===== config.mk =====
export PLATFORM = sky130hd
export DESIGN_NAME = flunky_mailbox_flat
export DESIGN_NICKNAME = d
export VERILOG_FILES = /design/src/rtl/flunky_mailbox_if.sv /design/src/rtl/flunky_mailbox.sv /design/src/flat_wrapper.sv
export SDC_FILE = /design/constraint.sdc
export NUM_CORES = 1
export LEC_CHECK = 0
export ABC_AREA = 1
export CAP_MARGIN = 40
export CORE_MARGIN = 2
export CORE_UTILIZATION = 55
export DETAILED_ROUTE_END_ITERATION = 16
export PLACE_DENSITY = 0.83
export SLEW_MARGIN = 10
export SYNTH_ARGS = -nofsm -noshare
export SYNTH_HDL_FRONTEND = slang
export SYNTH_SLANG_ARGS = --single-unit

===== constraint.sdc =====
create_clock -name clk -period 4.11 [get_ports clk]
set_input_delay 0.822 -clock clk [delete_from_list [all_inputs] [get_ports clk]]
set_output_delay 0.822 -clock clk [all_outputs]
set_load 0.005 [all_outputs]

===== src/rtl/flunky_mailbox_if.sv =====
// Bus bundle for flunky_mailbox: the APB slave port toward the HPS, the PicoRV32
// native memory port and the two doorbell lines.
// The mailbox connects to the slave modport and the bus owner connects to the master modport.
interface flunky_mailbox_if #(
  parameter int DATA_W = 32
);
  logic              psel;
  logic              penable;
  logic              pwrite;
  logic [3:0]        paddr;
  logic [DATA_W-1:0] pwdata;
  logic [DATA_W-1:0] prdata;
  logic              pready;
  logic              pslverr;

  logic              rv_sel;
  logic              mem_valid;
  logic [3:0]        mem_addr;
  logic [3:0]        mem_wstrb;
  logic [DATA_W-1:0] mem_wdata;
  logic              mem_ready;
  logic [DATA_W-1:0] mem_rdata;

  logic              irq_hps;
  logic              irq_rv;

  modport slave (
    input  psel, penable, pwrite, paddr, pwdata,
    output prdata, pready, pslverr,
    input  rv_sel, mem_valid, mem_addr, mem_wstrb, mem_wdata,
    output mem_ready, mem_rdata,
    output irq_hps, irq_rv
  );

  modport master (
    output psel, penable, pwrite, paddr, pwdata,
    input  prdata, pready, pslverr,
    output rv_sel, mem_valid, mem_addr, mem_wstrb, mem_wdata,
    input  mem_ready, mem_rdata,
    input  irq_hps, irq_rv
  );
endinterface


===== src/rtl/flunky_mailbox.sv =====
// flunky_mailbox: bidirectional message mailbox between the HPS (APB) and the
// PicoRV32 (native memory bus). FIFO 0 is h2r (HPS pushes, RISC-V pops) and
// FIFO 1 is r2h (RISC-V pushes, HPS pops). Each side sees the same four word
// registers: TX, RX, STATUS and IRQ_EN.
// Define MAILBOX_IRQ_EN to build the IRQ_EN registers and the doorbell interrupts.
// Without that define, IRQ_EN reads as 0 and both irq lines are tied low.
module flunky_mailbox #(
  parameter int DEPTH  = 8,
  parameter int DATA_W = 32
) (
  input logic             clk,
  input logic             resetn,
  flunky_mailbox_if.slave bus
);
  localparam int AW = (DEPTH > 1) ? $clog2(DEPTH) : 1;
  localparam int CW = AW + 1;

  // APB side decode. The access cycle is psel & penable, with zero wait states.
  logic       w_apbAcc;
  logic [1:0] w_apbIdx;
  logic       w_hpsPush;
  logic       w_hpsPop;
  logic       w_hpsStatWr;

  assign w_apbAcc    = bus.psel & bus.penable;
  assign w_apbIdx    = bus.paddr[3:2];
  assign w_hpsPush   = w_apbAcc &  bus.pwrite & (w_apbIdx == 2'd0);
  assign w_hpsPop    = w_apbAcc & ~bus.pwrite & (w_apbIdx == 2'd1);
  assign w_hpsStatWr = w_apbAcc &  bus.pwrite & (w_apbIdx == 2'd2);

  // CPU side decode. The mem_ready gate blocks a second accept while the CPU holds valid.
  logic       r_memReady;
  logic [DATA_W-1:0] r_memRdata;
  logic       w_rvAcc;
  logic       w_rvWr;
  logic [1:0] w_rvIdx;
  logic       w_rvPush;
  logic       w_rvPop;
  logic       w_rvStatWr;

  assign w_rvAcc    = bus.mem_valid & bus.rv_sel & ~r_memReady;
  assign w_rvWr     = |bus.mem_wstrb;
  assign w_rvIdx    = bus.mem_addr[3:2];
  assign w_rvPush   = w_rvAcc &  w_rvWr & (w_rvIdx == 2'd0);
  assign w_rvPop    = w_rvAcc & ~w_rvWr & (w_rvIdx == 2'd1);
  assign w_rvStatWr = w_rvAcc &  w_rvWr & (w_rvIdx == 2'd2);

  // FIFO storage. Index 0 is h2r and index 1 is r2h.
  logic [DATA_W-1:0] r_mem [2][DEPTH];
  logic [AW-1:0]     r_wp  [2];
  logic [AW-1:0]     r_rp  [2];
  logic [CW-1:0]     r_cnt [2];
  logic [DATA_W-1:0] w_wdata [2];
  logic [DATA_W-1:0] w_head  [2];
  logic [1:0] w_push, w_pop, w_full, w_empty, w_popOk, w_pushOk, w_ovf, w_unf;

  assign w_push     = {w_rvPush, w_hpsPush};
  assign w_pop      = {w_hpsPop, w_rvPop};
  assign w_wdata[0] = bus.pwdata;
  assign w_wdata[1] = bus.mem_wdata;

  // A pop on a full FIFO frees a slot for a push on the same edge. A pop on an
  // empty FIFO always underflows, because a push is never bypassed to the reader.
  always_comb begin
    for (int f = 0; f < 2; f++) begin
      w_full[f]   = (r_cnt[f] == CW'(DEPTH));
      w_empty[f]  = (r_cnt[f] == '0);
      w_popOk[f]  = w_pop[f] & ~w_empty[f];
      w_pushOk[f] = w_push[f] & (~w_full[f] | w_popOk[f]);
      w_ovf[f]    = w_push[f] & ~w_pushOk[f];
      w_unf[f]    = w_pop[f] & w_empty[f];
      w_head[f]   = r_mem[f][r_rp[f]];
    end
  end

  // Update the FIFO pointers, counts and data. The pointers wrap naturally because DEPTH is a power of two.
  always_ff @(posedge clk or negedge resetn) begin
    if (!resetn) begin
      for (int f = 0; f < 2; f++) begin
        for (int i = 0; i < DEPTH; i++) r_mem[f][i] <= '0;
        r_wp[f]  <= '0;
        r_rp[f]  <= '0;
        r_cnt[f] <= '0;
      end
    end else begin
      for (int f = 0; f < 2; f++) begin
        if (w_pushOk[f]) begin
          r_mem[f][r_wp[f]] <= w_wdata[f];
          r_wp[f]           <= r_wp[f] + 1'b1;
        end
        if (w_popOk[f]) r_rp[f] <= r_rp[f] + 1'b1;
        case ({w_pushOk[f], w_popOk[f]})
          2'b10:   r_cnt[f] <= r_cnt[f] + 1'b1;
          2'b01:   r_cnt[f] <= r_cnt[f] - 1'b1;
          default: r_cnt[f] <= r_cnt[f];
        endcase
      end
    end
  end

  // Sticky error flags for each side. A new error wins over a write-1-to-clear in the same cycle.
  logic r_hpsOvf, r_hpsUnf, r_rvOvf, r_rvUnf;

  always_ff @(posedge clk or negedge resetn) begin
    if (!resetn) begin
      r_hpsOvf <= 1'b0;
      r_hpsUnf <= 1'b0;
      r_rvOvf  <= 1'b0;
      r_rvUnf  <= 1'b0;
    end else begin
      r_hpsOvf <= w_ovf[0] | (r_hpsOvf & ~(w_hpsStatWr & bus.pwdata[4]));
      r_hpsUnf <= w_unf[1] | (r_hpsUnf & ~(w_hpsStatWr & bus.pwdata[5]));
      r_rvOvf  <= w_ovf[1] | (r_rvOvf  & ~(w_rvStatWr  & bus.mem_wdata[4]));
      r_rvUnf  <= w_unf[0] | (r_rvUnf  & ~(w_rvStatWr  & bus.mem_wdata[5]));
    end
  end

  // Each side reads a STATUS view in which its own outgoing FIFO is "tx".
  logic [31:0] w_hpsStatus;
  logic [31:0] w_rvStatus;
  logic        w_hpsIrqEn;
  logic        w_rvIrqEn;

  assign w_hpsStatus = {8'h00, 8'(r_cnt[1]), 8'(r_cnt[0]), 2'b00, r_hpsUnf, r_hpsOvf,
                        w_empty[1], w_full[1], w_empty[0], w_full[0]};
  assign w_rvStatus  = {8'h00, 8'(r_cnt[0]), 8'(r_cnt[1]), 2'b00, r_rvUnf, r_rvOvf,
                        w_empty[0], w_full[0], w_empty[1], w_full[1]};

  // Combinational APB read data and error response. Both are valid only during the access cycle.
  logic [DATA_W-1:0] w_prdata;
  always_comb begin
    w_prdata = '0;
    if (w_apbAcc && !bus.pwrite) begin
      case (w_apbIdx)
        2'd1:    w_prdata = w_empty[1] ? '0 : w_head[1];
        2'd2:    w_prdata = w_hpsStatus;
        2'd3:    w_prdata = {31'b0, w_hpsIrqEn};
        default: w_prdata = '0;
      endcase
    end
  end

  assign bus.prdata  = w_prdata;
  assign bus.pready  = 1'b1;
  assign bus.pslverr = w_ovf[0] | w_unf[1];

  // CPU read mux. It is sampled into mem_rdata on the edge that accepts the read.
  logic [DATA_W-1:0] w_rvRdata;
  always_comb begin
    w_rvRdata = '0;
    case (w_rvIdx)
      2'd1:    w_rvRdata = w_empty[0] ? '0 : w_head[0];
      2'd2:    w_rvRdata = w_rvStatus;
      2'd3:    w_rvRdata = {31'b0, w_rvIrqEn};
      default: w_rvRdata = '0;
    endcase
  end

  // One-cycle mem_ready pulse per accepted transaction. Read data holds until the next accepted read.
  always_ff @(posedge clk or negedge resetn) begin
    if (!resetn) begin
      r_memReady <= 1'b0;
      r_memRdata <= '0;
    end else begin
      r_memReady <= w_rvAcc;
      if (w_rvAcc && !w_rvWr) r_memRdata <= w_rvRdata;
    end
  end

  assign bus.mem_ready = r_memReady;
  assign bus.mem_rdata = r_memRdata;

`ifdef MAILBOX_IRQ_EN
  logic w_hpsIrqWr, w_rvIrqWr;
  logic r_hpsIrqEn, r_rvIrqEn, r_irqHps, r_irqRv;

  assign w_hpsIrqWr = w_apbAcc & bus.pwrite & (w_apbIdx == 2'd3);
  assign w_rvIrqWr  = w_rvAcc  & w_rvWr     & (w_rvIdx  == 2'd3);

  // Doorbell enables, plus level interrupts registered from the state of each side's inbound FIFO.
  always_ff @(posedge clk or negedge resetn) begin
    if (!resetn) begin
      r_hpsIrqEn <= 1'b0;
      r_rvIrqEn  <= 1'b0;
      r_irqHps   <= 1'b0;
      r_irqRv    <= 1'b0;
    end else begin
      if (w_hpsIrqWr) r_hpsIrqEn <= bus.pwdata[0];
      if (w_rvIrqWr)  r_rvIrqEn  <= bus.mem_wdata[0];
      r_irqHps <= r_hpsIrqEn & ~w_empty[1];
      r_irqRv  <= r_rvIrqEn  & ~w_empty[0];
    end
  end

  assign w_hpsIrqEn  = r_hpsIrqEn;
  assign w_rvIrqEn   = r_rvIrqEn;
  assign bus.irq_hps = r_irqHps;
  assign bus.irq_rv  = r_irqRv;
`else
  assign w_hpsIrqEn  = 1'b0;
  assign w_rvIrqEn   = 1'b0;
  assign bus.irq_hps = 1'b0;
  assign bus.irq_rv  = 1'b0;
`endif

  // The decode ignores the byte-offset bits of both addresses.
  logic w_unused;
  assign w_unused = ^{bus.paddr[1:0], bus.mem_addr[1:0]};
endmodule


===== src/flat_wrapper.sv =====
// flat-port wrapper written by rule: the top's interface ports become plain ports
module flunky_mailbox_flat 
#(
  parameter int DEPTH  = 8,
  parameter int DATA_W = 32
)
  (clk, resetn, bus_psel, bus_penable, bus_pwrite, bus_paddr, bus_pwdata, bus_prdata, bus_pready, bus_pslverr, bus_rv_sel, bus_mem_valid, bus_mem_addr, bus_mem_wstrb, bus_mem_wdata, bus_mem_ready, bus_mem_rdata, bus_irq_hps, bus_irq_rv);
  flunky_mailbox_if #(.DATA_W(DATA_W)) bus_i ();
  input logic clk;
  input logic resetn;
  input wire logic [$bits(bus_i.psel)-1:0] bus_psel;
  input wire logic [$bits(bus_i.penable)-1:0] bus_penable;
  input wire logic [$bits(bus_i.pwrite)-1:0] bus_pwrite;
  input wire logic [$bits(bus_i.paddr)-1:0] bus_paddr;
  input wire logic [$bits(bus_i.pwdata)-1:0] bus_pwdata;
  output wire logic [$bits(bus_i.prdata)-1:0] bus_prdata;
  output wire logic [$bits(bus_i.pready)-1:0] bus_pready;
  output wire logic [$bits(bus_i.pslverr)-1:0] bus_pslverr;
  input wire logic [$bits(bus_i.rv_sel)-1:0] bus_rv_sel;
  input wire logic [$bits(bus_i.mem_valid)-1:0] bus_mem_valid;
  input wire logic [$bits(bus_i.mem_addr)-1:0] bus_mem_addr;
  input wire logic [$bits(bus_i.mem_wstrb)-1:0] bus_mem_wstrb;
  input wire logic [$bits(bus_i.mem_wdata)-1:0] bus_mem_wdata;
  output wire logic [$bits(bus_i.mem_ready)-1:0] bus_mem_ready;
  output wire logic [$bits(bus_i.mem_rdata)-1:0] bus_mem_rdata;
  output wire logic [$bits(bus_i.irq_hps)-1:0] bus_irq_hps;
  output wire logic [$bits(bus_i.irq_rv)-1:0] bus_irq_rv;
  assign bus_i.psel = bus_psel;
  assign bus_i.penable = bus_penable;
  assign bus_i.pwrite = bus_pwrite;
  assign bus_i.paddr = bus_paddr;
  assign bus_i.pwdata = bus_pwdata;
  assign bus_prdata = bus_i.prdata;
  assign bus_pready = bus_i.pready;
  assign bus_pslverr = bus_i.pslverr;
  assign bus_i.rv_sel = bus_rv_sel;
  assign bus_i.mem_valid = bus_mem_valid;
  assign bus_i.mem_addr = bus_mem_addr;
  assign bus_i.mem_wstrb = bus_mem_wstrb;
  assign bus_i.mem_wdata = bus_mem_wdata;
  assign bus_mem_ready = bus_i.mem_ready;
  assign bus_mem_rdata = bus_i.mem_rdata;
  assign bus_irq_hps = bus_i.irq_hps;
  assign bus_irq_rv = bus_i.irq_rv;
  flunky_mailbox #(.DEPTH(DEPTH), .DATA_W(DATA_W)) u_core (.clk(clk), .resetn(resetn), .bus(bus_i));
endmodule

==> impl_metrics.yaml, run 1 <==
run:
  cap_violations: 0
finish:
  nFillCells: 3846
  multi_input_area_sq_um: 10900
  area_growth_pct: 14.5
  ff_latch_area_sq_um: 14200
  instances_no_fill: 3958
  finalInstanceArea_sq_um: 30500
  nets: 3387
  drive_gt1_share_pct: 6.80
  utilization_pct: 63.8
floorplan:
  fp.dieH_um: 224
  pin_count: 152
  rows: 80
  dieArea_sq_um: 50200
  start_util_pct: 55.8
  core_area_sq_um: 47700
  die_w_um: 224
worst_setup_path:
  rr_startpoint: "u_core.r_rp[3]"
  reg2reg_setup_slack_ps: 1400
  cp-start-kind: "flop"
  max_stage_delay_ps: 560
  crit_family: "buffers and inverters"
  slowest_stage: "dfrtp_4"
  endpoint_kind: "primary output"
  cp-startpoint: "u_core.r_rp[0]"
  r2r_cells: 8
  worstPathRequired_ps: 3290
  r2r_end: "u_core.bus.mem_rdata[1]"
  crit_type: "flop to primary output"
  crit_chain: "inv_6, buf_4, o21ai_0, o211ai_1, nand3_1, a21oi_1, clkdlybuf4s50_1"
  setup.worst_path.end: "bus_prdata[17]"
  worstSetupPathDepth: 7
  crit_buf_inv: 3
  critPathArrivalTime_ps: 3220
  cp_max_fo: 19
global_route:
  overflow: 0
  antenna_found_initial: 6
  track_usage_pct: 30.1
  grt_pass1_vias: 22353
  grt_max_degree: 130
  grt_pass1_wl_mm: 121
sta:
  rsz0062_at_grt: "no"
  setup_viol: 0
  fmax_mhz: 247
  worst_pin_slew_ps: 902
  fin_worst_skew_ps: 27.0
  hold_ws_ps: 231
  finalCriticalPeriod_ps: 4040
  final.setup.tns_ps: 0
  finalCritPeriodShare_pct: 98.3
  slew_viol_final: 0
  slew_headroom_pct: 39.9
  hold_viol: 0
  layout_setup_ws_ps: 68.7
power_and_ir_drop:
  seq_power_share_pct: 42.2
  total_power_mw: 18.6
  p_leak_nw: 14.7
  peakVddDrop_mv: 0.430
  pwr-share-comb_pct: 29.3
  switching_share_pct: 36.4
  powerDensity_nw_per_um2: 612
  p_int_mw: 11.9
  clock_power_share_pct: 28.5
  switching_power_mw: 6.79
clocking:
  cts_resized: 0
  tritoncts: "done"
  hold_buffers: 0
  clock_path_buffers: 3
  root_buffer: "clkbuf_16"
  cts_setup_buffers: 0
  clkTransAtPathRegs_ps: 60
  htree_levels: 2
  numCtsBuffers: 58
  cts.sinks: 569
  worst_skew_pair.late_latency_ps: 630
route:
  via_count: 23603
  ant_nets: 0
  vias_per_cell: 5.96
  dr.pass1.iters: 6
  routed_wl_mm: 75.5
  drc: 0
  routedWlPerCell_um: 19.1
  drtIter0Drc: 2937
yosys:
  synth.avg_cell_area_sq_um: 8.14
  netlist_area_sq_um: 26600
  synth-edff-count: 0
  synth_seq_cells: 569
  ys_types: 36
  async_reset_ff_share_pct: 100
  yosysSeqAreaShare_pct: 53.5
  synth_area_leaders: "dfrtp_1 53%, nand2_1 13%, o21ai_0 7.0%, nand3_1 5.8%, nor2_1 5.1%"
  synth_commonest_cells: "940 x nand2_1, 569 x dfrtp_1, 373 x o21ai_0"
  yosysTopAreaCell: "dfrtp_1"
  synth_cells: 3274
  synth_top_flop_cell: "dfrtp_1"
  ys.warnings.count: 0
  yosys.area.top_type_share_pct: 53.5
  yosysMostFrequentCell: "nand2_1"
placed_design:
  io_buffers: 144
  hpwlAfterDp_mm: 43.8
  routabilityCongestion: 0.838
  dp.cells: 3844
  placed_area_sq_um: 28500
  pre_cts_ws_ps: 275
worst_hold_path:
  hp-class: "primary input to asynchronous set/reset pin"
outcome:
  status: "completed"
## worst min path at each step
stage                        endpoint         startpoint  slack [ps]
floorplan             u_core.r_mem[0]    u_core.r_mem[0]         440
global placement    u_core.r_mem[223]  u_core.r_mem[223]         450
detailed placement  u_core.r_mem[221]  u_core.r_mem[221]         450
CTS                 u_core.r_mem[154]             resetn         280
global route        u_core.r_mem[250]             resetn         310
finish              u_core.r_mem[250]             resetn         230
## power groups by stage
stage                     sequential [mW]  combinational (mW)  clock [mW]
after floorplan                      7.64                3.67           0
after global placement               7.83                5.11           0
after detailed placement             7.89                5.29           0
after CTS                            7.82                5.34        5.35
after global routing                 8.01                6.09        5.58
final                                7.87                5.47        5.31
## sequential cells by signal (all words and copies together) (netlist names)
register / flops
u_core.r_rp: 6
u_core.bus.mem_rdata: 32
u_core.r_rvUnf: 1
u_core.r_cnt: 8
u_core.r_hpsUnf: 1
u_core.r_mem: 512
u_core.bus.mem_ready: 1
u_core.r_hpsOvf: 1
u_core.r_rvOvf: 1
u_core.r_wp: 6
## cell type report
| type | instances | area share, % |
|---|---|---|
| Tap cell | 615 | 2.52 |
| Clock buffer | 87 | 5.64 |
| Sequential cell | 569 | 46.7 |
| Inverter | 75 | 0.973 |
| Timing Repair Buffer | 224 | 7.67 |
| Multi-Input combinational cell | 2362 | 35.7 |
| Antenna cell | 4 | 0.0328 |
| Clock inverter | 22 | 0.702 |
## metal layers
layer  share of wire, %  track usage, %  up-vias  routed length [um]
met5              0.040               0        -                  30
met4                3.1            11.6        4                2310
met3                9.6            5.30      179                7280
met2                 48            48.3     1220               35800
met1                 40            41.1    11350               30000
li1                   -               -    10850                   -
## layout by cell type, fill, tap and decap left out, types with 5 or more instances in the layout
| cell type | Yosys | final |
|---|---|---|
| buf_4 | 10 | 57 |
| dfrtp_1 | 569 | 565 |
| o21ai_1 | 173 | 173 |
| a31oi_1 | 5 | 5 |
| xor2_1 | 9 | 9 |
| inv_1 | 68 | 66 |
| o22ai_1 | 30 | 30 |
| clkinvlp_4 | 0 | 5 |
| nor2_1 | 360 | 352 |
| nand2_2 | 15 | 15 |
| o211ai_1 | 50 | 50 |
| buf_12 | 0 | 17 |
| clkbuf_8 | 0 | 16 |
| nand3_1 | 307 | 307 |
| o21ai_0 | 373 | 373 |
| clkbuf_16 | 0 | 59 |
| clkbuf_1 | 126 | 13 |
| ha_1 | 14 | 14 |
| a21oi_1 | 16 | 16 |
| nand2_1 | 940 | 940 |
| clkinv_2 | 0 | 11 |
| o221ai_1 | 43 | 43 |
| clkdlybuf4s50_1 | 0 | 143 |
| nor2_2 | 1 | 7 |
## logic make-up (layout without fill, tap and decap cells)
group / Yosys count / count (layout) / synth area share, %
xor+xnor: 13 / 13 / 0.427
fa+ha+maj: 14 / 14 / 0.658
other cells: 2 / 7 / 0.0282
buf+inv: 344 / 408 / 5.80
simple gates: 1638 / 1638 / 25.3
flops: 569 / 569 / 53.5
compound gates: 694 / 694 / 14.4
(Power assumes the default switching activity.)
==> inputs of run 2 (changes only) <==
Settings changed: CAP_MARGIN 40 to default.
==> run 2 against run 1 <==
Non-clock buffer count fell by 7; cell count fell by 0.33%; via count rose by 0.86%; routed wire length rose by 0.23%; sequential power barely moved; clock power fell by 5.6%; combinational power fell by 2%; sequential share of layout area rose by 0.45 points; sequential cell count did not move; largest power group unchanged.
==> impl_metrics.yaml, run 2 (synthesized netlist as in run 1, its figures left out) <==
floorplan:
  fp.dieH_um: 224
  pin_count: 152
  start_util_pct: 55.8
  dieArea_sq_um: 50200
  die_w_um: 224
  rows: 80
  core_area_sq_um: 47700
power_and_ir_drop:
  pwr-share-comb_pct: 29.5
  p_leak_nw: 14.6
  switching_power_mw: 6.67
  clock_power_share_pct: 27.5
  peakVddDrop_mv: 0.367
  seq_power_share_pct: 43.1
  p_int_mw: 11.6
  switching_share_pct: 36.6
  powerDensity_nw_per_um2: 605
finish:
  regMostFlops: "u_core.r_mem"
  layout_common_cells: "940 x nand2_1, 565 x dfrtp_1, 373 x o21ai_0"
  largest_reg_flops: 512
  nFillCells: 3900
  drive_gt1_share_pct: 6.37
  nets: 3379
  area_growth_pct: 13.4
  mostFrequentLayoutCell: "nand2_1"
sta:
  hold_viol: 0
  final.setup.tns_ps: 0
  worst_pin_slew_ps: 1260
  fmax_mhz: 248
  fin_worst_skew_ps: 22.3
  setup_viol: 0
  finalCritPeriodShare_pct: 98.3
  slew_viol_final: 0
  rsz0062_at_grt: "no"
  hold_ws_ps: 251
  slew_headroom_pct: 15.9
  finalCriticalPeriod_ps: 4040
worst_hold_path:
  hp-class: "primary input to asynchronous set/reset pin"
worst_setup_path:
  crit_chain: "clkinv_2, buf_4, o21ai_0, o211ai_1, nand3_1, a21oi_1, clkdlybuf4s50_1"
  r2r_cells: 8
  cp_max_fo: 19
  slowest_stage: "clkdlybuf4s50_1"
  cp-start-kind: "flop"
  max_stage_delay_ps: 560
  critPathArrivalTime_ps: 3220
  crit_type: "flop to primary output"
  worstPathRequired_ps: 3290
  cp-startpoint: "u_core.r_rp[0]"
  rr_startpoint: "u_core.r_rp[3]"
  endpoint_kind: "primary output"
outcome:
  status: "completed"
clocking:
  htree_levels: 2
  numCtsBuffers: 57
  cts_setup_buffers: 0
  worst_skew_pair.late_latency_ps: 620
  tritoncts: "done"
  clock_path_buffers: 3
  root_buffer: "clkbuf_16"
  cts.sinks: 569
  clkTransAtPathRegs_ps: 70
route:
  routedWlPerCell_um: 19.2
  vias_per_cell: 6.03
  drtIter0Drc: 2897
  dr.pass1.iters: 8
  ant_nets: 0
  via_count: 23806
  routed_wl_mm: 75.6
  drc: 0
global_route:
  overflow: 0
  track_usage_pct: 30.1
  antenna_found_initial: 7
  grt_max_degree: 130
  grt_pass1_vias: 22511
  grt_pass1_wl_mm: 121
placed_design:
  io_buffers: 144
  routabilityCongestion: 0.838
  hpwlAfterDp_mm: 43.3
run:
  cap_violations: 0
[run 2: cell count changes in the layout (fill, tap and decap cells not counted), moves of 2 or more]
cell       delta
clkbuf_1      +2
buf_8         -3
clkbuf_16     -2
bufinv_16     -2
buf_16        -2
[run 2: worst paths after layout]
check / endpoint / slack (ps)
worst max-delay path: bus_prdata[17] / 70
worst min-delay path: u_core.r_mem[250] / 250
worst max register to register: u_core.bus.mem_rdata[1] / 1370
worst min register to register: u_core.r_mem[56] / 470
max in group asynchronous: u_core.r_mem[374] / 2920
min in group clk: u_core.r_mem[56] / 470
[run 2: per-stage QoR]
stage | power (mW) | utilization (%) | cell area [sq um] | setup WS (ps) | std cells
after floorplan | 11.3 | - | 26600 | 1290 | 3275
after global placement | 12.9 | 59.5 | 28400 | 308 | 3838
after detailed placement | 13.1 | 59.5 | 28400 | 270 | 3838
after CTS | 18.2 | 63.2 | 30200 | 70.3 | 3941
after global routing | 19.3 | 63.2 | 30200 | 45.4 | 3944
final | 18.3 | 63.2 | 30200 | 71.1 | 3945
[run 2: critical path: cells and delay by family, from the launching register on]
| kind | cells | cell delay, ps |
|---|---|---|
| AO/OA/AOI/OAI | 3 | 810 |
| buffers and inverters | 3 | 1110 |
| flip-flops | 1 | 500 |
| AND/OR/NAND/NOR | 1 | 160 |
[run 2: cell type report]
class / count / area (sq um) / share of cell area [%]
diodes: 4 / 10.0 / 0.0332
clock buffers: 87 / 1690 / 5.59
clock inverters: 16 / 98.8 / 0.327
inverters: 75 / 293 / 0.970
multi-input cells: 2362 / 10900 / 36.1
flip-flops and latches: 569 / 14200 / 47.2
well taps: 615 / 769 / 2.55
repair buffers: 217 / 2200 / 7.28
[run 2: power groups by stage]
stage	clock network, mW	registers [mW]	logic (mW)
after CTS	5.05	7.82	5.30
after detailed placement	0	7.89	5.24
after global placement	0	7.83	5.11
after floorplan	0	7.64	3.67
after global routing	5.29	7.99	5.99
final	5.01	7.86	5.38
[run 2: per-layer routing]
| layer | routed length (um) | part of all wire [%] | vias to the layer above | global-route usage [%] |
|---|---|---|---|---|
| li1 | - | - | 10812 | - |
| met5 | 41 | 0.054 | - | 0 |
| met2 | 35500 | 47 | 1302 | 48.4 |
| met1 | 30100 | 40 | 11473 | 40.6 |
| met4 | 2920 | 3.9 | 6 | 12.7 |
| met3 | 7060 | 9.3 | 213 | 5.30 |
[run 2: what timing repair did]
action | 4_1_cts | 5_1_grt
hold buffers | 0 | 0
setup endpoints to repair | 0 | 3
gates resized for setup | 0 | 2
hold endpoints to repair | 0 | 0
